### config.mk
export PLATFORM = sky130hd
export DESIGN_NAME = rf_wb_ctrl
export DESIGN_NICKNAME = d
export VERILOG_FILES = /design/src/rtl/rf_wb_ctrl.sv
export SDC_FILE = /design/constraint.sdc
export NUM_CORES = 1
export LEC_CHECK = 0
export ABC_AREA = 1
export CAP_MARGIN = 15
export CELL_PAD_IN_SITES_DETAIL_PLACEMENT = 2
export CELL_PAD_IN_SITES_GLOBAL_PLACEMENT = 2
export CORE_ASPECT_RATIO = 0.9
export CORE_MARGIN = 10
export CORE_UTILIZATION = 33
export CTS_CLUSTER_SIZE = 8
export DETAILED_ROUTE_END_ITERATION = 12
export DONT_BUFFER_PORTS = 1
export HOLD_SLACK_MARGIN = 0.02
export PLACE_DENSITY = 0.77
export RECOVER_POWER = 50
export SLEW_MARGIN = 20
export SYNTH_ARGS = -nofsm -noshare
export SYNTH_HDL_FRONTEND = slang
export SYNTH_SLANG_ARGS = --single-unit
export TNS_END_PERCENT = 30
### constraint.sdc
create_clock -name clk -period 3.2 [get_ports clk]
set_clock_uncertainty 0.1 [all_clocks]
set_input_delay 0.96 -clock clk [delete_from_list [all_inputs] [get_ports clk]]
set_output_delay 0.96 -clock clk [all_outputs]
set_load 0.005 [all_outputs]
### src/rtl/rf_wb_ctrl.sv
// rf_wb_ctrl: register-file write-back arbiter with a long-latency result queue
// and an optional pending-write scoreboard.
//
// The pipeline write port has priority. Long-latency results (mul/div/load-miss)
// wait in a 2-entry FIFO and drain into slots the pipeline leaves free. The
// selected write is registered onto the register-file write port, one cycle later.
//
// Ports:
//   clk, rst                      clock (rising edge), synchronous active-high reset
//   pl_wren/pl_wraddr/pl_data     pipeline write-back request
//   ll_valid/ll_addr/ll_data      long-latency result offered to the queue
//   ll_ready                      queue can accept (registered count < 2)
//   ll_issue/ll_issue_addr        long-latency op issued; marks its destination pending
//   rs_addr/rt_addr/rd_addr       decode-stage register addresses
//   pend_a/pend_b/pend_d          combinational scoreboard hits for rs/rt/rd
//   data/wraddress/wren           registered register-file write port
//
// Configuration macro: RF_WB_SCOREBOARD_EN
//   defined   -> 32-bit pending scoreboard drives pend_a/pend_b/pend_d
//   undefined -> no pending storage; pend flags tied 0; ll_issue inputs ignored

module rf_wb_ctrl (
    input  logic        clk,
    input  logic        rst,
    input  logic        pl_wren,
    input  logic [4:0]  pl_wraddr,
    input  logic [31:0] pl_data,
    input  logic        ll_valid,
    input  logic [4:0]  ll_addr,
    input  logic [31:0] ll_data,
    output logic        ll_ready,
    input  logic        ll_issue,
    input  logic [4:0]  ll_issue_addr,
    input  logic [4:0]  rs_addr,
    input  logic [4:0]  rt_addr,
    input  logic [4:0]  rd_addr,
    output logic        pend_a,
    output logic        pend_b,
    output logic        pend_d,
    output logic [31:0] data,
    output logic [4:0]  wraddress,
    output logic        wren
);

    // Long-latency FIFO storage
    logic [4:0]  addr_q [2];
    logic [31:0] data_q [2];
    logic        rd_ptr_q, rd_ptr_d;
    logic        wr_ptr_q, wr_ptr_d;
    logic [1:0]  count_q, count_d;

    // Write port registers
    logic [31:0] data_q_out, data_d_out;
    logic [4:0]  waddr_q, waddr_d;
    logic        wren_q, wren_d;

    logic        pl_slot;
    logic        push;
    logic        pop;
    logic [4:0]  head_addr;
    logic [31:0] head_data;

    // ll_ready comes from the registered count only, so it never depends on
    // this cycle's pop.
    assign ll_ready  = (count_q < 2'd2);
    assign push      = ll_valid & ll_ready;
    // A write to r0 does not claim the slot, so the queue can drain there.
    assign pl_slot   = pl_wren & (pl_wraddr != 5'd0);
    // Registered count: an entry pushed this cycle cannot be popped this cycle.
    assign pop       = ~pl_slot & (count_q != 2'd0);
    assign head_addr = addr_q[rd_ptr_q];
    assign head_data = data_q[rd_ptr_q];

    always_comb begin
        rd_ptr_d   = rd_ptr_q;
        wr_ptr_d   = wr_ptr_q;
        count_d    = count_q;
        wren_d     = 1'b0;
        data_d_out = data_q_out;
        waddr_d    = waddr_q;

        if (push) begin
            wr_ptr_d = ~wr_ptr_q;
        end
        if (pop) begin
            rd_ptr_d = ~rd_ptr_q;
        end
        unique case ({push, pop})
            2'b10:   count_d = count_q + 2'd1;
            2'b01:   count_d = count_q - 2'd1;
            default: count_d = count_q;
        endcase

        // data/wraddress only move on an actual write; otherwise they hold.
        if (pl_slot) begin
            wren_d     = 1'b1;
            data_d_out = pl_data;
            waddr_d    = pl_wraddr;
        end else if (pop && (head_addr != 5'd0)) begin
            wren_d     = 1'b1;
            data_d_out = head_data;
            waddr_d    = head_addr;
        end
    end

    always_ff @(posedge clk) begin
        if (rst) begin
            rd_ptr_q   <= 1'b0;
            wr_ptr_q   <= 1'b0;
            count_q    <= 2'd0;
            wren_q     <= 1'b0;
            data_q_out <= 32'd0;
            waddr_q    <= 5'd0;
        end else begin
            rd_ptr_q   <= rd_ptr_d;
            wr_ptr_q   <= wr_ptr_d;
            count_q    <= count_d;
            wren_q     <= wren_d;
            data_q_out <= data_d_out;
            waddr_q    <= waddr_d;
        end
    end

    // Entry storage needs no reset; count gates every read.
    always_ff @(posedge clk) begin
        if (push) begin
            addr_q[wr_ptr_q] <= ll_addr;
            data_q[wr_ptr_q] <= ll_data;
        end
    end

    assign data      = data_q_out;
    assign wraddress = waddr_q;
    assign wren      = wren_q;

`ifdef RF_WB_SCOREBOARD_EN
    logic [31:0] pending_q, pending_d;

    always_comb begin
        pending_d = pending_q;
        if (pop) begin
            pending_d[head_addr] = 1'b0;
        end
        // Applied after the clear so a same-cycle set wins.
        if (ll_issue && (ll_issue_addr != 5'd0)) begin
            pending_d[ll_issue_addr] = 1'b1;
        end
    end

    always_ff @(posedge clk) begin
        if (rst) begin
            pending_q <= 32'd0;
        end else begin
            pending_q <= pending_d;
        end
    end

    assign pend_a = pending_q[rs_addr] & (rs_addr != 5'd0);
    assign pend_b = pending_q[rt_addr] & (rt_addr != 5'd0);
    assign pend_d = pending_q[rd_addr] & (rd_addr != 5'd0);
`else
    logic unused_sb;
    assign unused_sb = ^{ll_issue, ll_issue_addr, rs_addr, rt_addr, rd_addr};

    assign pend_a = 1'b0;
    assign pend_b = 1'b0;
    assign pend_d = 1'b0;
`endif

endmodule

Word level (Yosys, flattened, before mapping)
Memories as Yosys holds them, arrays and structs flattened. A register that Yosys moved wholly into a read port is not among the register bits.
Cells that the tools add are included.
- flip-flop bits (word level): 42
- bits in writable memories: 74
- bits of input ports: 99
- output and inout bits: 42
- word-level logic and storage cells: 38
- memories: 2
- memory list (name ; depth ; width ; read ports ; clocked after memory_dff ; write ports ; line ; RTL):
    data_q ; 2 ; 32 ; 1 ; 1 ; 1 ; 47 ; logic [31:0] data_q [2];
    addr_q ; 2 ; 5 ; 1 ; 1 ; 1 ; 46 ; logic [4:0] addr_q [2];
- add/sub/neg operators: 2
- $lt $le $gt $ge: 1
- equality and inequality tests: 2
- mux-type cells: 13
- bitwise operators: 6
- reduce and logical (&&, ||, !) cells: 6
- operators with widths (kind ; number):
    two-way mux 32 bit ; 2
    two-way mux 5 bit ; 2
    nonzero test 5 bit ; 2
    two-way mux 1 bit ; 8
    nonzero test 2 bit ; 3
    one-hot mux 2 bit (2 select lines) ; 1
    bitwise AND 1 bit ; 3
    NOT 1 bit ; 3
    adder 2 x 1 -> 2 bit, second input constant ; 1
    equality test 2 x 1 -> 1 bit, second input constant ; 1
    equality test 2 bit, second input constant ; 1
    < comparator 2 bit, second input constant ; 1
    subtractor 2 x 1 -> 2 bit, second input constant ; 1
    logical AND 1 bit ; 1

Logic depth before layout (Yosys ltp)
Gate-level depths: netlist of run 1.
- depth in word-level cells: 7
- gate-level depth with buffers: 11
- depth with buffers taken out: 9

Least setup slack after synthesis of run 1
No wires, ideal clock.
- path type: in2reg
- from: in ll_valid
- to: mem addr_q[1][0], enable pin
- arrival: 2.638 ns
- path slack: 0.030 ns
- stages on the path: 2
- path through: nand2_1 > nor2_1
- word-level cells in the longest chain between the ends: 3
- ends and longest elaborated chain (element ; line ; RTL):
    from (decl) ; 28 ; input logic ll_valid,
    bitwise AND 1 bit ; 66 ; assign push = ll_valid & ll_ready;
    two-way mux 1 bit ; 126 ; if (push) begin
    two-way mux 1 bit (not written as such) ; 127 ; addr_q[wr_ptr_q] <= ll_addr;
    to (decl) ; 46 ;
Every way passes these cells.

==> reports/metrics.yaml, run 1 <==
route:
  drtIter0Drc: 200
  ant_nets: 0
  drc: 0
  firstDrtPassIters: 4
  finalWirelength_um: 16200
  avgViaCountPerCell: 4.89
  dr_total_vias: 3954
  wl_per_cell_um: 20.0
logic_synthesis:
  synth_top_cells_by_area: "edfxtp_1, dfxtp_1, nand2_1, nand3_1, inv_1"
  syn-cell-area_um2: 5230
  avgSynthCellArea_um2: 8.71
  synth_edf_count: 74
  async_reset_ff_share_pct: 0
  synth-main-ff-cell: "edfxtp_1"
  yosys_warnings: 0
  yosysSeqAreaShare_pct: 59.0
  synth.most_common_cell: "nand2_1"
  synth_top_area_share_pct: 42.5
  synth_top_area_cell: "edfxtp_1"
  yosysUniqueCellTypes: 26
  synth_seq_cells: 117
  syn_inst: 600
  synth_common_cells: "nand2_1, edfxtp_1, nand3_1"
die:
  dieArea_um2: 21300
  die_y_um: 139
  io_pins: 141
  row_count: 43
  chipWidth_um: 153
  start_util_pct: 33.7
  core-area_um2: 15500
power_and_ir_drop:
  ir_drop_v: 0.000407
  p_leak_nw: 2.55
  cellPowerDensity_nw_per_um2: 890
  pwr-share-comb_pct: 23.9
  power_frac_clock_pct: 35.4
  power.switching_mw: 1.82
  switching_share_pct: 34.4
  p_int_mw: 3.47
  seq_power_share_pct: 40.7
cells_and_area:
  area_growth_pct: 13.8
  fin_cells: 809
  multi_input_area_um2: 1750
  num-fill-cells: 1702
  drive_above_1_share_pct: 10.9
  nets: 694
  n_antenna_cell: 0
  regArea_um2: 3080
timing:
  relSlewSlack_pct: 2.48
  rsz0062_at_grt: "false"
  setup_viol: 0
  period_share_pct: 81.0
  hold_viol_final: 0
  fmax_mhz: 386
  post-route-min-period_ps: 2590
  setup-tns-final_ps: 0
  hold_ws_ps: 421
  worst_slew_pin_slew_ps: 1460
  slew_viol_final: 0
placement:
  placed_cells: 777
  gp_congestion: 0.702
  port_buffers: 0
  dpl.hpwl_um: 11100
clock_network:
  cts_buffers: 17
  clock_sinks: 117
  cts_tree: "built"
  clk_path_buf_depth: 2
  cts_hold_buf: 0
  clock-root-buffer: "clkbuf_16"
  clk_pin_slew_ps: 60
  postCtsSetupRepairBufs: 0
  clock_latency_ps: 410
  htreeDepth: 4
  post_cts_resized: 0
setup_path:
  worstSetupPathType: "flop to flop"
  end_kind: "flop"
  cp_data_required_time_ps: 3400
  arrival_ps: 2790
  critPathLaunchType: "flop"
  worstPathMaxFanout: 47
global_route:
  grt_pass1_wl_um: 25500
  grt_max_degree: 58
  grt_antenna_before_repair: 0
  grt_pass1_vias: 4479
  globalRouteTotalUtil_pct: 15.3
  grt.overflow.total: 0
run_status:
  outcome: "finished, final reports clean"
run:
  cap_violations: 0
hold_path:
  hold_path_class: "flop to flop"
[registers in the layout, summed over array words and instances (netlist names), named ones only]
register,cells
count_q,2
rd_ptr_q,1
data,32
wren,1
addr_q,10
wraddress,5
data_q,64
wr_ptr_q,1
[cell type report]
type | count | area share, %
Clock buffer | 17 | 7.15
Clock inverter | 15 | 2.65
Inverter | 44 | 2.78
Multi-Input combinational cell | 400 | 29.3
Sequential cell | 117 | 51.8
Tap cell | 202 | 4.25
Timing Repair Buffer | 14 | 2.00
[worst max-delay path, cell delays in order, from the launching register on]
cell,delay [ps]
dfxtp_2,720
inv_2,340
nand2_1,140
nand2_1,90
nor2_1,150
nand3_2,100
nand2_2,80
buf_4,430
nand3_1,160
nand2_1,100
nor2_1,40
[per-layer routing]
metal | wire length [µm] | up-vias | global-route usage, %
met5 | 0 | - | 0
met4 | 218 | 0 | 6.37
met3 | 1240 | 17 | 5.67
met2 | 8360 | 93 | 26.9
met1 | 6390 | 1928 | 16.0
li1 | - | 1916 | -
[cell usage in the layout, fill, tap and decap left out, types with 3 or more instances in the layout]
cell,n
buf_4,9
nand3_1,72
clkinvlp_4,3
dfxtp_1,42
edfxtp_1,74
a21oi_2,10
nor2_1,39
clkinv_4,5
nor2_2,7
conb_1,3
clkbuf_16,17
clkbuf_1,3
a21oi_1,31
inv_1,43
nand2_1,226
[logic make-up (layout without fill, tap and decap cells)]
kind of cell             after synthesis  in the layout  synth area share, %
flip-flops                           117            117                 59.0
buffers and inverters                 85             90                 7.90
AO/OA/AOI/OAI                         45             45                 5.08
XOR/XNOR                               1              1                0.168
AND/OR/NAND/NOR                      350            350                 27.6
other                                  1              3               0.0718
adder cells (fa/ha/maj)                1              1                0.239
[power by group through the flow]
stage / clock network, mW / logic, mW / registers [mW]
4_1_cts: 1.91 / 1.32 / 2.17
3_3_place_gp: 0 / 1.21 / 2.18
5_1_grt: 1.99 / 1.48 / 2.20
2_1_floorplan: 0 / 1.08 / 2.09
3_5_place_dp: 0 / 1.29 / 2.20
6_report: 1.87 / 1.27 / 2.16
[final timing paths]
kind / endpoint / start / depth (start not counted) / slack (ps)
max: data[8] / flop / 10 / 610
min reg2reg: rd_ptr_q / rd_ptr_q / 2 / 420
min: rd_ptr_q / rd_ptr_q / 2 / 420
max reg2reg: data[8] / flop / 10 / 610
[through the flow]
stage          util (%)  setup slack (ps)  total power, mW  instance area (µm²)
2_1_floorplan         -              29.6             3.17                 5230
3_3_place_gp       34.8               429             3.39                 5390
3_5_place_dp       34.8               255             3.49                 5390
4_1_cts            38.6               508             5.41                 5980
5_1_grt            38.4               304             5.67                 5950
6_report           38.4               609             5.30                 5950
Power figures use the tool's default switching activity.
==> inputs of run 2 (changes only) <==
==> constraint.sdc (replaced) <==
create_clock -name clk -period 2.19 [get_ports clk]
set_clock_uncertainty 0.1 [all_clocks]
set_input_delay 0.657 -clock clk [delete_from_list [all_inputs] [get_ports clk]]
set_output_delay 0.657 -clock clk [all_outputs]
set_load 0.005 [all_outputs]
==> run 2 against run 1 <==
Compared with the run above: via count is 0.25% higher; hold slack worse by 210 ps; critical path depth decreased by 1; sequential power up 44%; global-route usage fell by 0.091 points; sequential cell count did not move; clock power increased by 40%; largest power group unchanged.
==> reports/metrics.yaml, run 2 (synthesis gave the netlist of run 1 again) <==
run_status:
  outcome: "finished, final reports clean"
cells_and_area:
  nets: 697  # +0.43%
  area_growth_pct: 14.5
  drive_above_1_share_pct: 11.6  # +0.77 points
  num-fill-cells: 1727  # +1.5%
  layout_common_cells: "nand2_1, edfxtp_1, nand3_1"
  largest_reg_flops: 64  # unchanged
  top_register: "data_q"
  postLayoutCoreUtil_pct: 38.6  # +0.22 points
  n_antenna_cell: 0  # unchanged
  final_common_cell: "nand2_1"
hold_path:
  whs_path_depth: 1  # -1
  hold_path_class: "input pin to flop"
route:
  avgViaCountPerCell: 4.88  # -0.12%
  drc: 0  # unchanged
  wl_per_cell_um: 20.1  # +0.32%
  finalWirelength_um: 16300  # +0.69%
  firstDrtPassIters: 4  # unchanged
  dr_total_vias: 3964  # +0.25%
  ant_nets: 0  # unchanged
  drtIter0Drc: 243  # +22%
run:
  cap_violations: 0  # unchanged
die:
  core-area_um2: 15500  # unchanged
  chipWidth_um: 153  # unchanged
  start_util_pct: 33.7  # unchanged
  dieArea_um2: 21300  # unchanged
  die_y_um: 139  # unchanged
  io_pins: 141  # unchanged
  row_count: 43  # unchanged
clock_network:
  clock_latency_ps: 410  # about the same
  clock_sinks: 117  # unchanged
  clock-root-buffer: "clkbuf_16"
  htreeDepth: 4  # unchanged
  postCtsSetupRepairBufs: 0  # unchanged
  clk_path_buf_depth: 2  # unchanged
  cts_hold_buf: 0  # unchanged
  cts_tree: "built"
  post_cts_resized: 0  # unchanged
  clk_pin_slew_ps: 60  # about the same
  cts_buffers: 17  # unchanged
timing:
  hold_viol_final: 0  # unchanged
  rsz0062_at_grt: "false"
  slew_viol_final: 0  # unchanged
  relSlewSlack_pct: 61.8  # +59 points
  period_share_pct: 87.8  # +6.9 points
  fmax_mhz: 520  # +35%
  worst_slew_pin_slew_ps: 573  # -890 ps
  setup_viol: 0  # unchanged
  post-route-min-period_ps: 1920  # -667 ps
global_route:
  grt_antenna_before_repair: 0  # unchanged
  grt_pass1_vias: 4197  # -6.3%
  grt_pass1_wl_um: 25000  # -1.8%
  grt.overflow.total: 0  # unchanged
  globalRouteTotalUtil_pct: 15.2  # -0.091 points
  grt_max_degree: 76  # +31%
power_and_ir_drop:
  ir_drop_v: 0.000744  # +83%
  cellPowerDensity_nw_per_um2: 1290  # +45%
  p_leak_nw: 2.57  # +0.96%
  totalPowerFinal_mw: 7.72  # +46%
placement:
  gp_congestion: 0.841  # +20%
  dpl.hpwl_um: 11800  # +6.3%
  port_buffers: 0  # unchanged
setup_path:
  end_kind: "flop"
  arrival_ps: 2120  # -670 ps
  worstSetupPathType: "flop to flop"
  worstPathMaxFanout: 4  # -91%
  critPathLaunchType: "flop"
  cp_data_required_time_ps: 2380  # -1020 ps
  r2r_slack_ps: 270  # -340 ps
  worstRegToRegCells: 9  # -1
## run 2: final timing paths
| kind | end | start |
|---|---|---|
| worst max register to register | count_q[1] | count_q[0] |
| worst min-delay path | wren | rst |
| worst max-delay path | count_q[1] | count_q[0] |
| worst min register to register | rd_ptr_q | rd_ptr_q |
## run 2: per-layer routing
metal	wire (µm)	vias up	track usage, %	part of all wire, %
li1	-	1921	-	-
met1	7160	1945	18.3	44
met2	7600	86	23.6	47
met3	1410	12	7.39	8.6
met4	157	0	3.86	0.96
met5	0	-	0	0
## run 2: critical path: stages, from the launching register on
cell and delay, ps:
dfxtp_1 390, inv_1 70, nand2_1 90, a21boi_0 200, buf_4 150, ha_1 250, a21oi_1 120, o21ai_0 140
o21ai_0 210, a21oi_1 60
## run 2: metrics by stage
step	hold WS (ps)	std cells	area, µm²	setup TNS [ps]	worst slack, ps
after floorplan	367	602	5240	-4300	-67.9
after global placement	376	780	5440	0	33.8
after detailed placement	424	780	5440	-48.1	-48.1
after CTS	190	812	6000	0	246
after global routing	186	812	5980	0	64.8
final	210	812	5980	0	266
## run 2: area by class of cell
cell class / count / area (µm²) / share of cell area, %
Inverter: 44 / 165 / 2.76
Timing Repair Buffer: 17 / 173 / 2.89
Multi-Input combinational cell: 400 / 1750 / 29.3
Clock buffer: 17 / 425 / 7.11
Sequential cell: 117 / 3080 / 51.5
Clock inverter: 15 / 131 / 2.20
Tap cell: 202 / 253 / 4.22
## run 2: power breakdown
| part | internal [mW] | switching [mW] | total [mW] |
|---|---|---|---|
| logic | 0.617 | 1.39 | 2.00 |
| clock network | 1.56 | 1.05 | 2.61 |
| registers | 2.83 | 0.273 | 3.10 |
| total | 5.01 | 2.71 | 7.72 |
==> inputs of run 3 (changes only) <==
--- a/config.mk
+++ b/config.mk
@@ -6,7 +6,7 @@
 export NUM_CORES = 1
 export LEC_CHECK = 0
 export ABC_AREA = 1
-export CAP_MARGIN = 15
+export CAP_MARGIN = 5
 export CELL_PAD_IN_SITES_DETAIL_PLACEMENT = 2
 export CELL_PAD_IN_SITES_GLOBAL_PLACEMENT = 2
 export CORE_ASPECT_RATIO = 0.9
==> results of run 3 <==
Final layout, timing and power as in run 2 (identical DEF).
